<file path="src/rtl/mem_access_unit.sv">
// MEM-stage load/store unit: turns one load/store into a word-aligned bus access and stalls the pipeline until it completes.
// Latency: 3 cycles minimum (IDLE, REQ, DONE), 2 cycles for errors detected in IDLE. Bus backpressure is dmem_ack; it times out after TIMEOUT REQ cycles.
module mem_access_unit #(
    parameter int TIMEOUT = 16,
    parameter int TCW     = 5
) (
    input  logic        clk,
    input  logic        rst,
    input  logic        mem_valid,
    input  logic        mem_read,
    input  logic        mem_write,
    input  logic [2:0]  rw_type,
    input  logic [31:0] addr,
    input  logic [31:0] wdata,
    output logic        stall,
    output logic        done,
    output logic [31:0] load_data,
    output logic [1:0]  err,
    output logic        dmem_req,
    output logic        dmem_we,
    output logic [31:0] dmem_addr,
    output logic [3:0]  dmem_be,
    output logic [31:0] dmem_wdata,
    input  logic        dmem_ack,
    input  logic [31:0] dmem_rdata
);
    typedef enum logic [1:0] {IDLE, REQ, DONE} state_t;

    state_t         state, state_nxt;
    logic [TCW-1:0] tcnt;
    logic           start, illegal, misaligned, tmo_hit;
    logic [3:0]     be_c;
    logic [31:0]    wdata_c, ext_c, shifted;
    logic [15:0]    half;

    assign start   = mem_valid && (mem_read || mem_write);
    assign tmo_hit = (tcnt == TCW'(TIMEOUT - 1));
    assign stall   = (state == IDLE && start) || (state == REQ);
    assign done    = (state == DONE);

    // A store wins when both read and write are asserted.
    always_comb begin
        illegal = 1'b0;
        if (mem_write)
            illegal = !(rw_type == 3'b000 || rw_type == 3'b001 || rw_type == 3'b010);
        else
            illegal = (rw_type == 3'b011) || (rw_type[2:1] == 2'b11);
    end

    assign misaligned = ((rw_type[1:0] == 2'b01) && addr[0]) ||
                        ((rw_type[1:0] == 2'b10) && (addr[1:0] != 2'b00));

    always_comb begin
        be_c    = 4'b1111;
        wdata_c = wdata;
        case (rw_type[1:0])
            2'b00: begin
                be_c    = 4'b0001 << addr[1:0];
                wdata_c = {4{wdata[7:0]}};
            end
            2'b01: begin
                be_c    = addr[1] ? 4'b1100 : 4'b0011;
                wdata_c = {2{wdata[15:0]}};
            end
            default: ;
        endcase
        if (!mem_write)
            wdata_c = 32'd0;
    end

    // addr/rw_type are still valid in REQ because the pipeline is stalled.
    assign shifted = dmem_rdata >> {addr[1:0], 3'b000};
    assign half    = addr[1] ? dmem_rdata[31:16] : dmem_rdata[15:0];

    always_comb begin
        case (rw_type)
            3'b000:  ext_c = {{24{shifted[7]}}, shifted[7:0]};
            3'b001:  ext_c = {{16{half[15]}}, half};
            3'b100:  ext_c = {24'd0, shifted[7:0]};
            3'b101:  ext_c = {16'd0, half};
            default: ext_c = dmem_rdata;
        endcase
    end

    always_comb begin
        state_nxt = state;
        case (state)
            IDLE:    if (start) state_nxt = (illegal || misaligned) ? DONE : REQ;
            REQ:     if (dmem_ack || tmo_hit) state_nxt = DONE;
            DONE:    state_nxt = IDLE;
            default: state_nxt = IDLE;
        endcase
    end

    always_ff @(posedge clk) begin
        if (rst) begin
            state      <= IDLE;
            tcnt       <= '0;
            load_data  <= 32'd0;
            err        <= 2'd0;
            dmem_req   <= 1'b0;
            dmem_we    <= 1'b0;
            dmem_addr  <= 32'd0;
            dmem_be    <= 4'd0;
            dmem_wdata <= 32'd0;
        end else begin
            state <= state_nxt;
            case (state)
                IDLE: begin
                    tcnt <= '0;
                    if (start) begin
                        if (illegal)
                            err <= 2'd2;
                        else if (misaligned)
                            err <= 2'd1;
                        else begin
                            dmem_req   <= 1'b1;
                            dmem_we    <= mem_write;
                            dmem_addr  <= {addr[31:2], 2'b00};
                            dmem_be    <= be_c;
                            dmem_wdata <= wdata_c;
                        end
                    end
                end
                REQ: begin
                    if (dmem_ack) begin
                        dmem_req <= 1'b0;
                        err      <= 2'd0;
                        if (!dmem_we)
                            load_data <= ext_c;
                    end else if (tmo_hit) begin
                        dmem_req <= 1'b0;
                        err      <= 2'd3;
                    end else begin
                        tcnt <= tcnt + 1'b1;
                    end
                end
                default: tcnt <= '0;
            endcase
        end
    end
endmodule
</file>
<file path="config.mk">
export PLATFORM = sky130hd
export DESIGN_NAME = mem_access_unit
export DESIGN_NICKNAME = d
export VERILOG_FILES = /design/src/rtl/mem_access_unit.sv
export SDC_FILE = /design/constraint.sdc
export NUM_CORES = 1
export LEC_CHECK = 0
export CAP_MARGIN = 30
export CORE_UTILIZATION = 47
export CTS_BUF_LIST = sky130_fd_sc_hd__clkbuf_8
export DETAILED_ROUTE_END_ITERATION = 8
export PLACE_DENSITY = 0.95
export SYNTH_ARGS = -nofsm -noshare
export SYNTH_HDL_FRONTEND = slang
export SYNTH_SLANG_ARGS = --single-unit
</file>
<file path="constraint.sdc">
create_clock -name clk -period 4.33 [get_ports clk]
set_input_delay 0.866 -clock clk [delete_from_list [all_inputs] [get_ports clk]]
set_output_delay 0.866 -clock clk [all_outputs]
set_load 0.05 [all_outputs]
</file>
After elaboration in Yosys (flattened, before gate mapping)
Cells that the tools add are included.

operators by class
  add/subtract/negate cells = 1
  eq/ne operators = 17
  shift operators = 2
  muxes and demuxes = 23
  bitwise gates (word level) = 6
  reductions and logical operators = 25

operators by type and width
  cell                                                 number
  case mux 32 bit (4 select lines)                     1
  case mux 32 bit (2 select lines)                     1
  2-to-1 mux 32 bit                                    1
  >> shifter 32 x 5 -> 8 bit                           1
  2-to-1 mux 16 bit                                    1
  2-to-1 mux 2 bit                                     8
  logical OR 1 bit                                     8
  case mux 2 bit (2 select lines)                      2
  case mux 4 bit (2 select lines)                      1
  AND reduction 4 bit                                  2
  equality test 2 bit, second input constant           3
  equality test 3 x 2 -> 1 bit, second input constant  2
  equality test 3 bit, second input constant           2
  2-to-1 mux 1 bit                                     6
  != test 2 bit, second input constant                 3
  != test 3 bit, second input constant                 2
  inverter 1 bit                                       6
  adder 5 x 1 -> 5 bit, second input constant          1
  equality test 5 x 4 -> 1 bit, second input constant  1
  AND reduction 5 bit                                  1
  equality test 2 x 1 -> 1 bit, second input constant  2
  logical AND 1 bit                                    4
  zero test 2 bit                                      2
  2-to-1 mux 4 bit                                     1
  other kinds (10)                                     12

word-level totals
  register bits after elaboration = 109
  logic and storage cells = 83

Depth between registers and ports, before layout
Gate-level depths: netlist (run 1).

  depth after elaboration = 9
  depth in mapped cells = 7

Worst setup path after synthesis (run 1)
Ideal clock, no wire load.

  path kind = input -> output
  start point = input mem_write
  end point = output stall
  arrival = 1.970 ns
  setup slack = 1.494 ns
  cell stages on the path = 3
  cells stage by stage = buf_2 o21ai_0 a21oi_1

on the way
  longest elaborated chain between the ends = 4

RTL lines
  what               line  text
  from (decl)        11    input logic mem_write,
  logical OR 1 bit   36    assign start = mem_valid && (mem_read || mem_write);
  logical AND 1 bit  36
  logical AND 1 bit  38    assign stall = (state == IDLE && start) || (state == REQ);
  logical OR 1 bit   38
  to (decl)          15    output logic stall,

No other way between the ends.

Final worst setup path (run 1)
Same ends and word-level chain as after synthesis.

==> summary.md, run 1 <==
| Metric | Value |
|---|---|
| Filler cells | `701` |
| Synth Instances | `555` |
| Clock root cell | `clkbuf_8` |
| DRT antenna net count | `0` |
| DIE WIDTH | `103 um` |
| FFs w/ async S/R, synth | `0` |
| Post-CTS setup buffers | `0` |
| GPL Wtd Cong | `0.928` |
| Setup TNS | `0 ns` |
| Post-DP HPWL | `11.2 mm` |
| Yosys cell types | `46` |
| Hold Path Stages | `2` |
| Final min period | `3.31 ns` |
| NumNets Final | `844` |
| Worst slew margin | `0.412` |
| Util after Layout | `0.721` |
| RSZ-0062 raised after global routing | `false` |
| Post-CTS Hold Buffers | `0` |
| Max VDD drop | `167 uV` |
| Critical path class | `in2out` |
| Internal reg-to-reg setup slack | `2.00 ns` |
| Syn Area/Cell | `8.69 um2` |
| First-pass GRT wire length | `22.6 mm` |
| Fraction of the yosys area taken by sequential cells | `0.453` |
| Drt first pass iters | `5` |
| Post-synth EDFFs | `0` |
| I/O Buffers | `208` |
| CP max FO | `2` |
| Grt total ovfl | `0` |
| Run status | `completed` |
| Initial antenna violation count | `0` |
| Fmax achieved | `302 MHz` |
| Worst slew pin tran | `0.882 ns` |
| Power Dens Cells | `303 nW/um2` |
| Fraction of layout cells with a size suffix above 1 | `0.0728` |
| CTS tree | `done` |
| Hold Path Sink | `dmem_wdata[18]` |
| Reg2Reg Depth | `4` |
| PostCTS Resize Cnt | `0` |
| Worst EP arrival | `2.45 ns` |
| YS warnings | `0` |
| Max-cap viol count | `0` |
| Max clock buf depth | `2` |
| Total global-route track usage | `0.275` |
| Vias in the first global route | `4727` |
| Max Transition Viols Final | `0` |
| DRT iter0 DRCs | `227` |
| Worst setup SP type | `primary input` |
| Core area | `9860 um2` |
| # IOs | `211` |
| Avg Vias per Cell | `5.60` |
| Flop and latch count out of synthesis | `109` |
| RR Startpoint | `state[0]` |
| Type of the most critical hold path | `reg2reg` |
| Worst endpoint required time | `3.46 ns` |
| Row count | `36` |
| Sink Count | `109` |
| Worst reg2reg endpoint | `load_data[15]` |
| Worst Min Path Start | `dmem_wdata[18]` |
| Final setup vio count | `0` |
| Tot Pwr | `2.15 mW` |
| Area of the die | `10700 um2` |
| Antenna Cells | `0` |
| H-tree Lvls | `3` |
| Largest net degree at the start of global routing | `58` |
| Final period utilization | `0.765` |
| Final wirelength | `15.1 mm` |
| Worst Skew | `0.00880 ns` |
| Mapped cell area | `4820 um2` |
| WL/cell | `17.3 um` |
| Final routed DRC violation total | `0` |
| Via count | `4903` |
| Fin. Hold Viols | `0` |
| Primary FF master, synth | `dfxtp_1` |
| Worst-skew pair later-pin latency | `0.36 ns` |
| Area delta synth->final | `47.5%` |
| Initial core utilization | `0.489` |
| CP endpoint kind | `primary output` |
| Overall die height | `103 um` |
| CTS Buf Count | `9` |
| Reg clk slew, reported paths | `0.10 ns` |
| LEAKAGE | `2.48 nW` |
==> registers in the layout, indices dropped and copies added, names as in the netlist, 2 cells and up <==
name and flops:
tcnt 5, dmem_addr 30, err 2, dmem_be 4
state 2, dmem_wdata 32, load_data 32
==> synthesized netlist by cell type, types with 2 or more instances <==
cell / count / share of area
nor2b_1: 9 / 0.012
clkbuf_1: 24 / 0.019
mux2i_1: 31 / 0.064
buf_1: 3 / 0.0023
a311oi_1: 2 / 0.0036
ha_1: 2 / 0.0052
a221oi_1: 10 / 0.018
dfxtp_1: 109 / 0.45
inv_1: 5 / 0.0039
o2bb2ai_1: 17 / 0.031
o21ai_0: 16 / 0.017
buf_4: 9 / 0.014
mux2_2: 9 / 0.021
a211oi_1: 10 / 0.016
a211oi_2: 11 / 0.029
nand2b_1: 9 / 0.012
nor3_1: 3 / 0.0031
buf_2: 8 / 0.0083
a21oi_1: 66 / 0.069
o221ai_1: 7 / 0.013
nand3_1: 16 / 0.017
xor2_1: 2 / 0.0036
buf_6: 3 / 0.0070
nor2_1: 39 / 0.030
nand2_1: 114 / 0.089
==> per-stage QoR <==
stage / hold WS (ns) / setup slack [ns] / cells / area (um2)
after floorplan: 0.471 / 1.49 / 556 / 4830
after global placement: 0.439 / 0.910 / 858 / 6900
after detailed placement: 0.445 / 0.843 / 859 / 6910
after CTS: 0.457 / 1.02 / 875 / 7110
after global routing: 0.475 / 0.883 / 875 / 7110
final: 0.455 / 1.02 / 875 / 7110
==> routing by layer <==
layer  vias up  track usage  share of wire  wire length (um)
met3        42       0.0806          0.089              1360
li1       2305            -              -                 -
met5         -            0              0                 0
met1      2314        0.307           0.38              5790
met4         0        0.129          0.034               514
met2       242        0.484           0.49              7480
==> kinds of logic after synthesis <==
family	after synthesis	synth area share
AND/OR/NAND/NOR	198	0.178
AO/OA/AOI/OAI	149	0.214
flip-flops	109	0.453
buffers and inverters	52	0.0542
multiplexers	41	0.0900
XOR/XNOR	3	0.00545
adder cells (fa/ha/maj)	2	0.00519
other	1	0.000778
==> layout by cell type, fill, tap and decap left out, drive strengths merged, types with 2 or more instances in the layout <==
master         synthesis  layout
a211oi                21      21
a21oi                 66      66
a221oi                10      10
a311oi                 2       2
buf                   23      11
clkbuf                24       9
clkdlybuf4s50          0     206
clkinv                 0       3
conb                   1       2
dfxtp                109     109
ha                     2       2
inv                    5       7
mux2                   9       9
mux2i                 31      31
nand2                114     114
nand2b                 9       9
nand3                 16      16
nand3b                 2       2
nor2                  40      40
nor2b                 10      10
nor3                   3       3
o21ai                 16      16
o221ai                 7       7
o2bb2ai               17      17
xor2                   2       2
==> area by class of cell <==
cell class | instances | area [um2] | share of cell area
clock buffer | 9 | 124 | 0.0174
clock inverter | 7 | 76.3 | 0.0107
inverter | 5 | 18.8 | 0.00264
multi-input combinational | 395 | 2400 | 0.338
sequential | 109 | 2180 | 0.307
tap | 133 | 166 | 0.0234
timing repair buffer | 217 | 2140 | 0.301
==> worst max-delay path by stage <==
stage              start  slack (ns)  cells after the start         end
3_5_place_dp   mem_write        0.84                      7  dmem_be[3]
5_1_grt        mem_valid        0.88                      4       stall
2_1_floorplan  mem_write        1.49                      3       stall
4_1_cts        mem_write        1.02                      4       stall
3_3_place_gp   mem_write        0.91                      7  dmem_be[3]
6_report       mem_write        1.02                      4       stall
==> power breakdown <==
group | leakage [nW] | internal [mW] | switching, mW
clock network | 0.101 | 0.271 | 0.357
registers | 0.882 | 1.03 | 0.0182
logic | 1.50 | 0.198 | 0.275
total | 2.48 | 1.50 | 0.650
==> critical path, cell delays in order <==
cell             delay, ns
clkdlybuf4s50_1       0.47
o21ai_0               0.13
a21oi_1               0.16
clkdlybuf4s50_1       0.81
Note: power is estimated with default switching activity, not from simulation.
==> run 2, diff against run 1 <==
Settings changed: CORE_UTILIZATION 47 to 39, PLACE_DENSITY 0.95 to 0.89.
Clock period 4.33 ns to 2.73 ns, I/O delays scaled along.
==> run 2 against run 1 <==
  * Setup slack worse by 0.73 ns
  * Utilization is 12 points lower
  * Power is 60% higher
  * First-iteration DRC count is 17% higher
  * Sequential share of layout area is 0.70 points lower
  * Via count is 2.4% lower
  * Combinational power is 63% higher
  * Flip-flop and latch count stayed put
  * Wire length is 2.3% lower
  * Non-clock buffer count is 11 higher
  * Critical path depth is 1 lower
  * Final cell count is 2.9% higher
  * Critical path type is now reg2out
  * Critical endpoint is now done
==> summary.md, run 2 (synthesis gave the netlist of run 1 again) <==
| Metric | Value |
|---|---|
| Run status | `completed` |
| Largest net degree at the start of global routing | `49` |
| Post-DP HPWL | `10.7 mm` |
| DR top layer | `met4` |
| Area of the die | `12800 um2` |
| Initial antenna violation count | `0` |
| Drt first pass iters | `5` |
| Post-CTS Hold Buffers | `0` |
| Grt total ovfl | `0` |
| First-pass GRT wire length | `23.1 mm` |
| Worst slew pin tran | `0.670 ns` |
| Clock root cell | `clkbuf_8` |
| Commonest non-fill, non-tap cell in the layout | `clkdlybuf4s50_1` |
| DR WL met3 | `1.10 mm` |
| Worst endpoint required time | `2.18 ns` |
| Storage element area | `2180 um2` |
| Post-CTS setup buffers | `0` |
| Antenna Cells | `0` |
| Reg clk slew, reported paths | `0.10 ns` |
| Hold_ws | `0.455 ns` |
| Final wirelength | `14.8 mm` |
| Vias in the first global route | `4599` |
| Avg Vias per Cell | `5.32` |
| WL met1 | `6.25 mm` |
| DP Worst Slack | `0.192 ns` |
| # IOs | `211` |
| Placed cells | `884` |
| Fmax achieved | `409 MHz` |
| Max-cap viol count | `0` |
| Commonest cells after routing, fill and taps aside | `clkdlybuf4s50_1 (205), nand2_1 (114), dfxtp_1 (109)` |
| Type of the most critical hold path | `reg2reg` |
| Area delta synth->final | `50.9%` |
| Final min period | `2.44 ns` |
| Overall die height | `113 um` |
| PostCTS Resize Cnt | `0` |
| WL/cell | `16.4 um` |
| Max VDD drop | `344 uV` |
| DRT antenna net count | `0` |
| Worst setup SP type | `flip-flop` |
| CP max FO | `8` |
| Largest registers | `dmem_wdata: 32 flops, load_data: 32 flops, dmem_addr: 30 flops` |
| H-tree Lvls | `3` |
| LEAKAGE | `2.55 nW` |
| Power Dens Cells | `475 nW/um2` |
| Worst Skew | `0.00801 ns` |
| Util after Layout | `0.606` |
| Critical path class | `reg2out` |
| Total global-route track usage | `0.229` |
| DR WL met2 | `7.13 mm` |
| Max clock buf depth | `2` |
| Filler cells | `1039` |
| Setup TNS | `0 ns` |
| Row count | `40` |
| Fraction of layout cells with a size suffix above 1 | `0.0890` |
| Worst slew margin | `0.554` |
| Post-route insts no fill | `900` |
| Sink Count | `109` |
| Via count | `4786` |
| Fin. Hold Viols | `0` |
| RSZ-0062 raised after global routing | `false` |
| Final setup vio count | `0` |
| Final period utilization | `0.895` |
| NumNets Final | `855` |
| DIE WIDTH | `113 um` |
| CTS tree | `done` |
| GPL Wtd Cong | `0.848` |
| Multi-input gate area | `2400 um2` |
| Final routed DRC violation total | `0` |
| Initial core utilization | `0.401` |
| I/O Buffers | `208` |
| Core area | `12000 um2` |
| Worst-skew pair later-pin latency | `0.37 ns` |
| Max Transition Viols Final | `0` |
| DRT iter0 DRCs | `266` |
| Fin worst setup slack | `0.287 ns` |
| CP endpoint kind | `primary output` |
| CTS Buf Count | `9` |
| Worst EP arrival | `1.90 ns` |
run 2: cell count changes in the layout (fill, tap and decap cells not counted), sizes merged:
cell           delta
clkdlybuf4s50     -1
buf              +12
clkinvlp          +1
clkinv            -2
clkbuf            +1
run 2: path summary, 6_finish.rpt:
path                 startpoint       endpoint  slack, ns  depth (start not counted)
hold reg to reg   dmem_wdata[4]  dmem_wdata[4]       0.46                          2
setup / recovery       state[1]           done       0.29                          3
hold / removal    dmem_wdata[4]  dmem_wdata[4]       0.46                          2
setup reg to reg        tcnt[0]        tcnt[3]       0.90                          7
run 2: per-stage QoR:
stage / area (um2) / total power [mW]
global placement: 7070 / 2.46
finish: 7280 / 3.45
global route: 7280 / 3.60
floorplan: 4830 / 2.13
CTS: 7280 / 3.49
detailed placement: 7070 / 2.47
run 2: layout make-up:
cell class	instances	share of cell area
multi-input combinational	395	0.330
timing repair buffer	228	0.314
sequential	109	0.300
tap	147	0.0253
clock buffer	10	0.0189
clock inverter	6	0.00929
inverter	5	0.00258
run 2: critical path, stage by stage, from the launching register on:
cell and delay, ns:
dfxtp_1 0.46, inv_1 0.16, nor2_1 0.11, clkdlybuf4s50_1 0.81
run 2: routing by layer:
layer  track usage  vias to the layer above
met2         0.382                      196
li1              -                     2329
met1         0.275                     2236
met5             0                        -
met3        0.0648                       25
met4        0.0947                        0
run 2: power breakdown:
group | internal, mW | switching, mW | total, mW | leakage [nW]
sequential | 1.64 | 0.0288 | 1.67 | 0.882
clock | 0.455 | 0.564 | 1.02 | 0.0993
combinational | 0.330 | 0.437 | 0.767 | 1.57
